**src/rtl/arith_unit_seq.sv**
```systemverilog
// Registered arithmetic unit: add/sub/carry/accumulator ops in one cycle, shift-add MUL in WIDTH cycles.
// Valid/ready on both sides; a pending unconsumed result blocks new requests until out_ready.
module arith_unit_seq #(
   parameter int WIDTH = 32,
   parameter int CNT_W = 6
) (
   input  logic             clk,
   input  logic             rst,
   input  logic             in_valid,
   output logic             in_ready,
   input  logic [WIDTH-1:0] A,
   input  logic [WIDTH-1:0] B,
   input  logic [3:0]       f,
   output logic             out_valid,
   input  logic             out_ready,
   output logic [WIDTH-1:0] S,
   output logic [WIDTH-1:0] S_hi,
   output logic             c_out,
   output logic             z,
   output logic             n,
   output logic             v,
   output logic             err
);

   localparam logic [3:0] F_ADD = 4'b0100;
   localparam logic [3:0] F_SUB = 4'b0101;
   localparam logic [3:0] F_NEG = 4'b0110;
   localparam logic [3:0] F_INC = 4'b0111;
   localparam logic [3:0] F_ADC = 4'b1000;
   localparam logic [3:0] F_SBC = 4'b1001;
   localparam logic [3:0] F_ACC = 4'b1010;
   localparam logic [3:0] F_CLR = 4'b1011;
   localparam logic [3:0] F_MUL = 4'b1100;

   typedef enum logic {IDLE, MUL} state_t;

   state_t             state, state_nxt;
   logic [CNT_W-1:0]   cnt;
   logic [WIDTH-1:0]   mcand, mplier, acc;
   logic [2*WIDTH-1:0] prod, prod_nxt;
   logic [WIDTH:0]     part;
   logic               cy;
   logic               accept, accept_mul, load_single, mul_last;

   logic [WIDTH-1:0]   op_a, op_b, r_s;
   logic               op_cin, use_sum, r_c, r_v, r_err, r_upd_cy;
   logic [WIDTH:0]     sum;

   assign in_ready    = (state == IDLE) && (!out_valid || out_ready);
   assign accept      = in_valid && in_ready;
   assign accept_mul  = accept && (f == F_MUL);
   assign load_single = accept && (f != F_MUL);
   assign mul_last    = (state == MUL) && (cnt == CNT_W'(WIDTH - 1));

   always_ff @(posedge clk) begin
      if (rst) state <= IDLE;
      else     state <= state_nxt;
   end

   always_comb begin
      state_nxt = state;
      case (state)
         IDLE:    if (accept_mul) state_nxt = MUL;
         MUL:     if (mul_last)   state_nxt = IDLE;
         default: state_nxt = IDLE;
      endcase
   end

   // One shift-add step: add multiplicand into the high half, then shift the whole product right.
   always_comb begin
      part = {1'b0, prod[2*WIDTH-1:WIDTH]};
      if (mplier[0]) part = part + {1'b0, mcand};
      prod_nxt = {part, prod[WIDTH-1:1]};
   end

   // All single-cycle ops share one adder; each code only chooses its operands and carry-in.
   always_comb begin
      op_a     = A;
      op_b     = B;
      op_cin   = 1'b0;
      use_sum  = 1'b1;
      r_err    = 1'b0;
      r_upd_cy = 1'b1;
      case (f)
         F_ADD: op_cin = 1'b0;
         F_SUB: begin op_b = ~B; op_cin = 1'b1; end
         F_NEG: begin op_a = ~A; op_b = '0; op_cin = 1'b1; end
         F_INC: begin op_b = '0; op_cin = 1'b1; end
         F_ADC: op_cin = cy;
         F_SBC: begin op_b = ~B; op_cin = cy; end
         F_ACC: begin op_a = acc; op_b = A; end
         F_CLR: begin use_sum = 1'b0; r_upd_cy = 1'b0; end
         default: begin use_sum = 1'b0; r_upd_cy = 1'b0; r_err = 1'b1; end
      endcase
      sum = {1'b0, op_a} + {1'b0, op_b} + {{WIDTH{1'b0}}, op_cin};
      r_s = use_sum ? sum[WIDTH-1:0] : '0;
      r_c = use_sum & sum[WIDTH];
      r_v = use_sum & (op_a[WIDTH-1] == op_b[WIDTH-1]) & (sum[WIDTH-1] != op_a[WIDTH-1]);
   end

   always_ff @(posedge clk) begin
      if (rst) begin
         out_valid <= 1'b0;
         S         <= '0;
         S_hi      <= '0;
         c_out     <= 1'b0;
         z         <= 1'b0;
         n         <= 1'b0;
         v         <= 1'b0;
         err       <= 1'b0;
         acc       <= '0;
         cy        <= 1'b0;
         cnt       <= '0;
         mcand     <= '0;
         mplier    <= '0;
         prod      <= '0;
      end else begin
         if (load_single) begin
            out_valid <= 1'b1;
            S         <= r_s;
            S_hi      <= '0;
            c_out     <= r_c;
            z         <= !r_err && (r_s == '0);
            n         <= r_s[WIDTH-1];
            v         <= r_v;
            err       <= r_err;
            if (r_upd_cy)        cy  <= r_c;
            if (f == F_ACC)      acc <= r_s;
            else if (f == F_CLR) acc <= '0;
         end else if (mul_last) begin
            out_valid <= 1'b1;
            S         <= prod_nxt[WIDTH-1:0];
            S_hi      <= prod_nxt[2*WIDTH-1:WIDTH];
            c_out     <= |prod_nxt[2*WIDTH-1:WIDTH];
            z         <= (prod_nxt[WIDTH-1:0] == '0);
            n         <= prod_nxt[WIDTH-1];
            v         <= 1'b0;
            err       <= 1'b0;
            cy        <= |prod_nxt[2*WIDTH-1:WIDTH];
         end else if (out_ready) begin
            out_valid <= 1'b0;
         end

         if (accept_mul) begin
            mcand  <= A;
            mplier <= B;
            prod   <= '0;
            cnt    <= '0;
         end else if (state == MUL) begin
            prod   <= prod_nxt;
            mplier <= mplier >> 1;
            cnt    <= cnt + CNT_W'(1);
         end
      end
   end

endmodule

```
**config.mk**
```make
export PLATFORM = sky130hd
export DESIGN_NAME = arith_unit_seq
export DESIGN_NICKNAME = d
export VERILOG_FILES = /design/src/rtl/arith_unit_seq.sv
export SDC_FILE = /design/constraint.sdc
export NUM_CORES = 1
export LEC_CHECK = 0
export CAP_MARGIN = 20
export CORE_MARGIN = 8
export CORE_UTILIZATION = 48
export DETAILED_ROUTE_END_ITERATION = 8
export PLACE_DENSITY = 0.69
export SYNTH_ARGS = -nofsm -noshare
export SYNTH_HDL_FRONTEND = slang
export SYNTH_SLANG_ARGS = --single-unit
```
**constraint.sdc**
```tcl
create_clock -name clk -period 7 [get_ports clk]
set_input_delay 1.4 -clock clk [delete_from_list [all_inputs] [get_ports clk]]
set_output_delay 1.4 -clock clk [all_outputs]
set_load 0.1 [all_outputs]
```
==> results.cfg, run 1 <==
[status]
outcome = finished clean

[place]
post-dp-hpwl_um = 34100
portBuffers = 142
gp_congestion = 0.953

[logic_synthesis]
synth_area_um2 = 13600
synth_top_cell_area_share = 0.347
ys_types = 79
async_flop_share = 0
synth_top_cell_by_area = dfxtp_1
synth-edff-count = 0
synth_seq_cells = 236
synthFlopType = dfxtp_1
yosys-top-cells-area = dfxtp_1 35%, nor2_1 7.6%, a21oi_1 6.4%
syn_area_per_cell_um2 = 7.96
ys_warn_count = 0
ys_seq_area_frac = 0.347
synth_nets = 1848
synth_cells = 1709
synth_top_cells_by_count = 276 x nor2_1, 236 x dfxtp_1, 202 x nand2_1
yosysMostFrequentCell = nor2_1

[worst_setup_path]
startpoint_type = input port
path_class = input port to flip-flop
cp_max_fo = 31
crit_end = z$_SDFFE_PP0P_
required_ns = 7.45
end_kind = flip-flop
r2r_setup_slack_ns = 2.41
r2r_end = cy$_SDFFE_PP0P_
critPathLaunch = f[3]
timing.rr.start = prod[32]$_SDFFE_PP0P_
r2r_cells = 14
crit_arrival_ns = 6.42

[cts]
cts_root_buf = clkbuf_16
cts.sinks = 236
cts_tree = yes
clockBufferDepth = 3
post_cts_resize_count = 0
cts_setup_buffers = 0
cts_buffers = 26
ctsHoldBuffers = 0
cts.clk_slew.worst_paths_ns = 0.07
clock_latency_ns = 0.55
htree_levels = 1

[route]
first_iter_violations = 1312
routedWlPerCell_um = 20.9
viasPerCell = 6.05
drc = 0
ant_nets = 0
vias = 13200
wl_um = 45700
drtPass1Iterations = 6

[sta]
worst_pin_slew_ns = 1.13
rsz0062_at_grt = no
relSlewSlack = 0.239
setup_tns_ns = 0
fin_crit_sh = 0.854
fmax_ghz = 0.167
drv_slew = 0
hold_violations = 0
min_period_ns = 5.97
setup_viol = 0
skew_ns = 0.0276

[worst_hold_path]
hold_class = flip-flop to flip-flop

[grt]
grt.overflow.total = 0
grtUsageTotal = 0.262
grt_max_degree = 81
antenna_found_initial = 3
grt_pass1_vias = 12400
grt_pass1_wl_um = 71100

[floorplan]
die_y_um = 184
rows = 61
fp.dieW_um = 184
design.die.area_um2 = 34000
top_level_ports = 143
core_um2 = 27900
start_util = 0.488

[cells_and_area]
drive_above_1_share = 0.0564
area_delta_synth_final_pct = 19.2
fin_nets = 1927
utilization = 0.582

[power]
irDropWorstVdd_v = 0.000162
p_leak_nw = 5.84
power.density_nw_per_um2 = 227

[flow_run]
maxCapViolations = 0
[critical path: stages]
cell,delay (ns)
clkdlybuf4s50_1,0.53
nor2b_1,0.39
and2_2,0.42
buf_4,0.38
a221o_1,0.21
ha_1,0.28
and3_1,0.23
a2111oi_4,0.46
o22a_1,0.24
nand2_1,0.11
a221o_1,0.38
a221oi_2,0.45
inv_2,0.04
a311oi_1,0.34
xnor2_1,0.21
a21oi_1,0.11
a31o_1,0.21
[cells by family (layout without fill, tap and decap cells)]
logic type               Yosys count  after routing  synth area share
buffers and inverters            142            240            0.0403
AND/OR/NAND/NOR                  619            619             0.197
multiplexers                      55             55            0.0411
XOR/XNOR                          53             53            0.0341
other                              0              1                 0
AO/OA/AOI/OAI                    537            537             0.277
flip-flops                       236            236             0.347
adder cells (fa/ha/maj)           67             67            0.0633
[power breakdown]
part           leakage (nW)  total [mW]  internal [mW]  switching (mW)
logic                  3.48       0.778          0.265           0.513
registers              1.91        1.39           1.37          0.0189
clock network         0.460        1.51          0.933           0.577
total                  5.84        3.67           2.57            1.11
[per-layer routing]
| layer | up-vias | GRT usage | share of wire |
|---|---|---|---|
| li1 | 6407 | - | - |
| met2 | 483 | 0.418 | 0.45 |
| met5 | - | 0 | 0.00050 |
| met3 | 79 | 0.0510 | 0.077 |
| met4 | 4 | 0.0823 | 0.031 |
| met1 | 6263 | 0.353 | 0.44 |
[final cells by class]
type | count | area, um^2
Antenna cell | 1 | 2.50
Clock buffer | 38 | 756
Clock inverter | 9 | 189
Fill cell | 2571 | 11600
Inverter | 25 | 93.8
Multi-Input combinational cell | 1331 | 8360
Sequential cell | 236 | 4730
Tap cell | 378 | 473
Timing Repair Buffer | 168 | 1610
[how the worst min path moves through the flow]
stage,from,cells after the start,to,slack [ns]
finish,mplier[9]$_SDFFE_PP0P_,2,mplier[9]$_SDFFE_PP0P_,0.45
CTS,mplier[9]$_SDFFE_PP0P_,2,mplier[9]$_SDFFE_PP0P_,0.46
floorplan,mplier[10]$_SDFFE_PP0P_,2,mplier[10]$_SDFFE_PP0P_,0.44
global placement,mplier[9]$_SDFFE_PP0P_,2,mplier[9]$_SDFFE_PP0P_,0.44
global route,mplier[11]$_SDFFE_PP0P_,2,mplier[11]$_SDFFE_PP0P_,0.47
detailed placement,mplier[9]$_SDFFE_PP0P_,2,mplier[9]$_SDFFE_PP0P_,0.45
[through the flow]
stage	worst slack (ns)	instances	power, mW	instance area (um^2)	hold WS [ns]
after floorplan	1.33	1709	1.92	13600	0.437
after global placement	0.688	2138	2.18	15300	0.442
after detailed placement	0.532	2138	2.18	15300	0.448
after CTS	1.10	2185	3.69	16200	0.456
after global routing	0.806	2186	3.80	16200	0.471
final	1.03	2186	3.67	16200	0.452
[sequential cells by signal (all words and copies together), names as in the netlist]
name	cells
v	1
z	1
cnt	6
mplier	32
state	1
S	32
cy	1
mcand	32
out_valid	1
c_out	1
prod	63
acc	32
S_hi	32
err	1
[cell usage in the layout (no fill, tap or decap), types with 7 or more instances in the layout]
master,netlist,final
a211oi_1,51,51
a21o_1,16,16
a21oi_1,175,174
a221o_1,66,66
a22oi_1,85,85
a31oi_1,9,9
and2_1,11,9
and3_1,8,7
buf_4,1,27
clkbuf_16,0,26
clkdlybuf4s50_1,0,141
dfxtp_1,236,234
ha_1,64,64
inv_1,24,24
mux2i_1,51,51
nand2_1,202,202
nand2b_1,12,11
nand3_1,17,16
nand4_1,21,21
nor2_1,276,273
nor2b_1,12,12
nor3_1,16,16
nor4_1,16,16
o211ai_1,7,7
o21a_1,9,9
o21ai_0,36,36
o21ai_1,13,11
o21bai_1,10,10
xnor2_1,27,27
xor2_1,26,26
Note: power is estimated with default switching activity, not from simulation.
==> run 2, diff against run 1 <==
==> constraint.sdc (replaced) <==
create_clock -name clk -period 5.8 [get_ports clk]
set_input_delay 1.16 -clock clk [delete_from_list [all_inputs] [get_ports clk]]
set_output_delay 1.16 -clock clk [all_outputs]
set_load 0.1 [all_outputs]
==> run 2 against run 1 <==
Effect of this change: critical path depth increased by 1; power increased by 22%; critical path type unchanged; highest routed layer is now met4; final cell count up 3.4%; critical endpoint unchanged; cell area grew 3.0%.
==> results.cfg, run 2 (synthesized netlist as in run 1, its figures left out) <==
[status]
outcome = finished clean

[floorplan]
top_level_ports = 143
rows = 61
start_util = 0.488
die_y_um = 184
core_um2 = 27900
design.die.area_um2 = 34000
fp.dieW_um = 184

[cells_and_area]
area_delta_synth_final_pct = 22.8
largest_reg_flops = 63
diodes = 0
layout_common_cells = 273 x nor2_1, 234 x dfxtp_1, 202 x nand2_1
regMostFlops = prod
drive_above_1_share = 0.0951
fin_nets = 2001
layout_commonest_cell = nor2_1

[route]
ant_nets = 0
drc = 0
vias = 13600
drtPass1Iterations = 6
viasPerCell = 6.02
wl_um = 46400
routedWlPerCell_um = 20.5
first_iter_violations = 1388

[power]
switching_share = 0.309
power_mw = 4.47
intPower_mw = 3.08
power_switching_mw = 1.38
irDropWorstVdd_v = 0.000216
comb_power_share = 0.236
p_leak_nw = 6.18
seq_power_share = 0.375
power_frac_clock = 0.389
power.density_nw_per_um2 = 267

[worst_hold_path]
hold_class = flip-flop to flip-flop

[grt]
grt_pass1_vias = 12700
grt.overflow.total = 0
grtUsageTotal = 0.264
antenna_found_initial = 0
grt_max_degree = 73
grt_pass1_wl_um = 72100

[place]
portBuffers = 142
post-dp-hpwl_um = 35200
gp_congestion = 0.948

[cts]
htree_levels = 1
cts_tree = yes
cts_setup_buffers = 0
post_cts_resize_count = 0
cts_root_buf = clkbuf_16
cts.sinks = 236
ctsHoldBuffers = 0
clock_latency_ns = 0.55
clockBufferDepth = 3
cts_buffers = 27
cts.clk_slew.worst_paths_ns = 0.06

[sta]
worst_pin_slew_ns = 1.09
fin_crit_sh = 0.942
rsz0062_at_grt = no
drv_slew = 0
min_period_ns = 5.47
setup_viol = 0
hold_violations = 0
relSlewSlack = 0.265
fmax_ghz = 0.183
holdWs_ns = 0.456
skew_ns = 0.0127

[worst_setup_path]
crit_arrival_ns = 5.97
worstPathCellList = clkdlybuf4s50_1, nor2b_1, nand2_1, nand2_1, o21ai_2, a221o_1, fa_1, fa_1, a211oi_1, o21ai_1, xnor2_1, nor2_1, or4_1, or4_1, or3_1, nor4_1, and4b_1, a31o_1
cp_max_fo = 5
crit_slowest_cell = clkdlybuf4s50_1
crit_family = simple AND/OR/NAND/NOR gates
startpoint_type = input port
cp.buffers_inverters = 1
cpPeakStageDelay_ns = 0.54
required_ns = 6.30
end_kind = flip-flop
path_class = input port to flip-flop

[flow_run]
maxCapViolations = 0
## run 2: power by group through the flow
stage          logic, mW  registers [mW]  clock network, mW
2_1_floorplan      0.484            1.83                  0
3_3_place_gp        1.04            1.71                  0
3_5_place_dp        1.04            1.71                  0
4_1_cts             1.04            1.68               1.76
5_1_grt             1.12            1.68               1.82
6_report            1.05            1.68               1.74
## run 2: area by class of cell
cell class / instances / area (um^2)
clock buffer: 34 / 732
sequential: 236 / 4730
timing repair buffer: 241 / 2160
tap: 378 / 473
inverter: 25 / 93.8
multi-input combinational: 1331 / 8350
clock inverter: 15 / 164
fill: 2566 / 11200
## run 2: path summary, 6_finish.rpt
path / startpoint / end / slack [ns] / cells after the start
worst max-delay path: f[3] / z$_SDFFE_PP0P_ / 0.33 / 18
worst min-delay path: mplier[6]$_SDFFE_PP0P_ / mplier[6]$_SDFFE_PP0P_ / 0.46 / 2
worst max register to register: prod[32]$_SDFFE_PP0P_ / c_out$_SDFFE_PP0P_ / 0.98 / 14
worst min register to register: mplier[6]$_SDFFE_PP0P_ / mplier[6]$_SDFFE_PP0P_ / 0.46 / 2
## run 2: routing by layer
metal  track usage  routed length (um)  vias up  share of wire
li1              -                   -     6556              -
met1         0.353               20600     6460           0.44
met2         0.433               21100      499           0.46
met3        0.0402                3240       82          0.070
met4        0.0794                1410        0          0.030
met5             0                   0        -              0
## run 2: worst register-to-register path, stage by stage, from the launching register on
cell and delay (ns):
dfxtp_1 0.36, ha_1 0.19, inv_1 0.06, fa_1 0.39
nand2b_1 0.17, a21oi_1 0.49, o21ai_1 0.23, a2111oi_0 0.63
a21o_1 0.23, xor2_1 0.09, mux2_4 0.30, or4b_1 0.60
or4_1 0.59, nor4_2 0.23, a21oi_1 0.12
## run 2: metrics by stage
stage	worst slack, ns	instance area [um^2]	TNS, ns	std cells	utilization
2_1_floorplan	0.374	13600	0	1709	-
3_3_place_gp	-0.169	15800	-0.169	2211	0.567
3_5_place_dp	-0.170	15800	-0.308	2211	0.567
4_1_cts	0.357	16700	0	2260	0.600
5_1_grt	0.0465	16700	0	2260	0.600
6_report	0.334	16700	0	2260	0.600
==> run 3, diff against run 2 <==
--- a/config.mk
+++ b/config.mk
@@ -6,9 +6,9 @@
 export NUM_CORES = 1
 export LEC_CHECK = 0
 export CAP_MARGIN = 20
-export CORE_MARGIN = 8
 export CORE_UTILIZATION = 48
 export DETAILED_ROUTE_END_ITERATION = 8
+export HOLD_SLACK_MARGIN = 0.02
 export PLACE_DENSITY = 0.69
 export SYNTH_ARGS = -nofsm -noshare
 export SYNTH_HDL_FRONTEND = slang
==> run 3 against run 2 <==
Effect of this change: register-to-register slack gained 0.08 ns; setup slack got worse by 0.044 ns; largest power group is now sequential cells; clock power fell by 5%; via count fell by 0.79%; critical endpoint unchanged; clock skew up 0.0031 ns; flip-flop and latch count is the same; clock-buffer cell count grew 2; die area is 15% lower; combinational power barely moved; core utilization fell by 0.43 points.
==> results.cfg, run 3 (synthesized netlist as in run 1, its figures left out) <==
[cts]
clockBufferDepth = 3
post_cts_resize_count = 0
htree_levels = 1
clock_latency_ns = 0.55
cts_root_buf = clkbuf_16
cts_setup_buffers = 0
cts_buffers = 26
cts.clk_slew.worst_paths_ns = 0.07
cts_tree = yes
ctsHoldBuffers = 0
cts.sinks = 236

[worst_setup_path]
worstPathCellList = clkdlybuf4s50_1, nor2b_1, buf_4, o21ai_2, a221o_1, fa_1, fa_1, a211oi_1, o21ai_1, a21oi_1, buf_4, nor2b_1, o211ai_1, a21boi_1, or3_1, or4_1, nor3_1, and4b_1, a31o_1
required_ns = 6.30
path_class = input port to flip-flop
timing.rr.start = prod[32]$_SDFFE_PP0P_
end_kind = flip-flop
cpPeakStageDelay_ns = 0.48
cp_max_fo = 5
r2r_end = c_out$_SDFFE_PP0P_
critPathLaunch = f[3]
crit_slowest_cell = clkdlybuf4s50_1
r2r_cells = 14
r2r_setup_slack_ns = 1.06
crit_arrival_ns = 6.01
crit_end = z$_SDFFE_PP0P_
startpoint_type = input port

[route]
drtPass1Iterations = 6
vias = 13500
drc = 0
viasPerCell = 6.01
routedWlPerCell_um = 20.0
first_iter_violations = 1121
wl_um = 45000
ant_nets = 0

[grt]
antenna_found_initial = 3
grt_pass1_vias = 12300
grtUsageTotal = 0.307
grt_max_degree = 89
grt_pass1_wl_um = 69700
grt.overflow.total = 0

[flow_run]
maxCapViolations = 0

[cells_and_area]
regMostFlops = prod
fill_cells = 2562
largest_reg_flops = 63
layout_commonest_cell = nor2_1
area_delta_synth_final_pct = 22.0
drive_above_1_share = 0.0868
layout_common_cells = 273 x nor2_1, 234 x dfxtp_1, 202 x nand2_1
utilization = 0.595
stdcell_count = 2245
fin_nets = 1988

[floorplan]
core_um2 = 27900
start_util = 0.488
design.die.area_um2 = 29000
rows = 61
fp.dieW_um = 170
top_level_ports = 143
die_y_um = 170

[place]
portBuffers = 142
gp_congestion = 0.951
dp_slack_ns = -0.242
dp.cells = 2199
post-dp-hpwl_um = 33800

[sta]
setup_viol = 0
fmax_ghz = 0.181
hold_violations = 0
relSlewSlack = 0.318
rsz0062_at_grt = no
fin_crit_sh = 0.950
setup_tns_ns = 0
drv_slew = 0
skew_ns = 0.0158
min_period_ns = 5.51
setup_ws_ns = 0.290
worst_pin_slew_ns = 1.02

[worst_hold_path]
hold_class = flip-flop to flip-flop

[power]
power.density_nw_per_um2 = 262
p_leak_nw = 6.09
irDropWorstVdd_v = 0.000201
power_mw = 4.35

[status]
outcome = finished clean
-- run 3: layer usage --
metal	global-route usage	routed length [um]	up-vias
met5	0	27	-
met4	0.110	1620	4
met3	0.0493	2940	88
met2	0.493	20200	445
met1	0.414	20200	6435
li1	-	-	6517
-- run 3: power by group --
| group | switching, mW | internal, mW | total, mW | leakage (nW) |
|---|---|---|---|---|
| clock network | 0.701 | 0.945 | 1.65 | 0.406 |
| logic | 0.638 | 0.389 | 1.03 | 3.78 |
| registers | 0.0255 | 1.65 | 1.68 | 1.91 |
| total | 1.36 | 2.98 | 4.35 | 6.09 |
-- run 3: worst min-delay path by stage --
stage | startpoint | endpoint | slack (ns) | cells past startpoint
final | mplier[9]$_SDFFE_PP0P_ | mplier[9]$_SDFFE_PP0P_ | 0.46 | 2
after CTS | mplier[14]$_SDFFE_PP0P_ | mplier[14]$_SDFFE_PP0P_ | 0.45 | 2
after detailed placement | mplier[14]$_SDFFE_PP0P_ | mplier[14]$_SDFFE_PP0P_ | 0.45 | 2
after global routing | mplier[5]$_SDFFE_PP0P_ | mplier[5]$_SDFFE_PP0P_ | 0.47 | 2
after global placement | mplier[7]$_SDFFE_PP0P_ | mplier[7]$_SDFFE_PP0P_ | 0.44 | 2
after floorplan | mplier[10]$_SDFFE_PP0P_ | mplier[10]$_SDFFE_PP0P_ | 0.44 | 2
-- run 3: cell type report --
cell class / count / area (um^2) / area share
well taps: 378 / 473 / 0.0285
flip-flops and latches: 236 / 4730 / 0.285
repair buffers: 229 / 2080 / 0.126
diodes: 1 / 2.50 / 0.000151
inverters: 25 / 93.8 / 0.00566
clock inverters: 9 / 96.3 / 0.00581
clock buffers: 36 / 748 / 0.0451
multi-input cells: 1331 / 8360 / 0.504
-- run 3: through the flow --
step / hold WS [ns] / area, um^2
floorplan: 0.437 / 13600
global placement: 0.442 / 15700
detailed placement: 0.447 / 15700
CTS: 0.455 / 16600
global route: 0.470 / 16600
finish: 0.456 / 16600
-- run 3: worst max-delay path: cells and delay by family --
family                     cells  cell delay [ns]
AOI/OAI and AO/OA              8             1.56
and+or+nand+nor                6             1.54
adders and majority gates      2             0.92
buffers and inverters          3             0.84
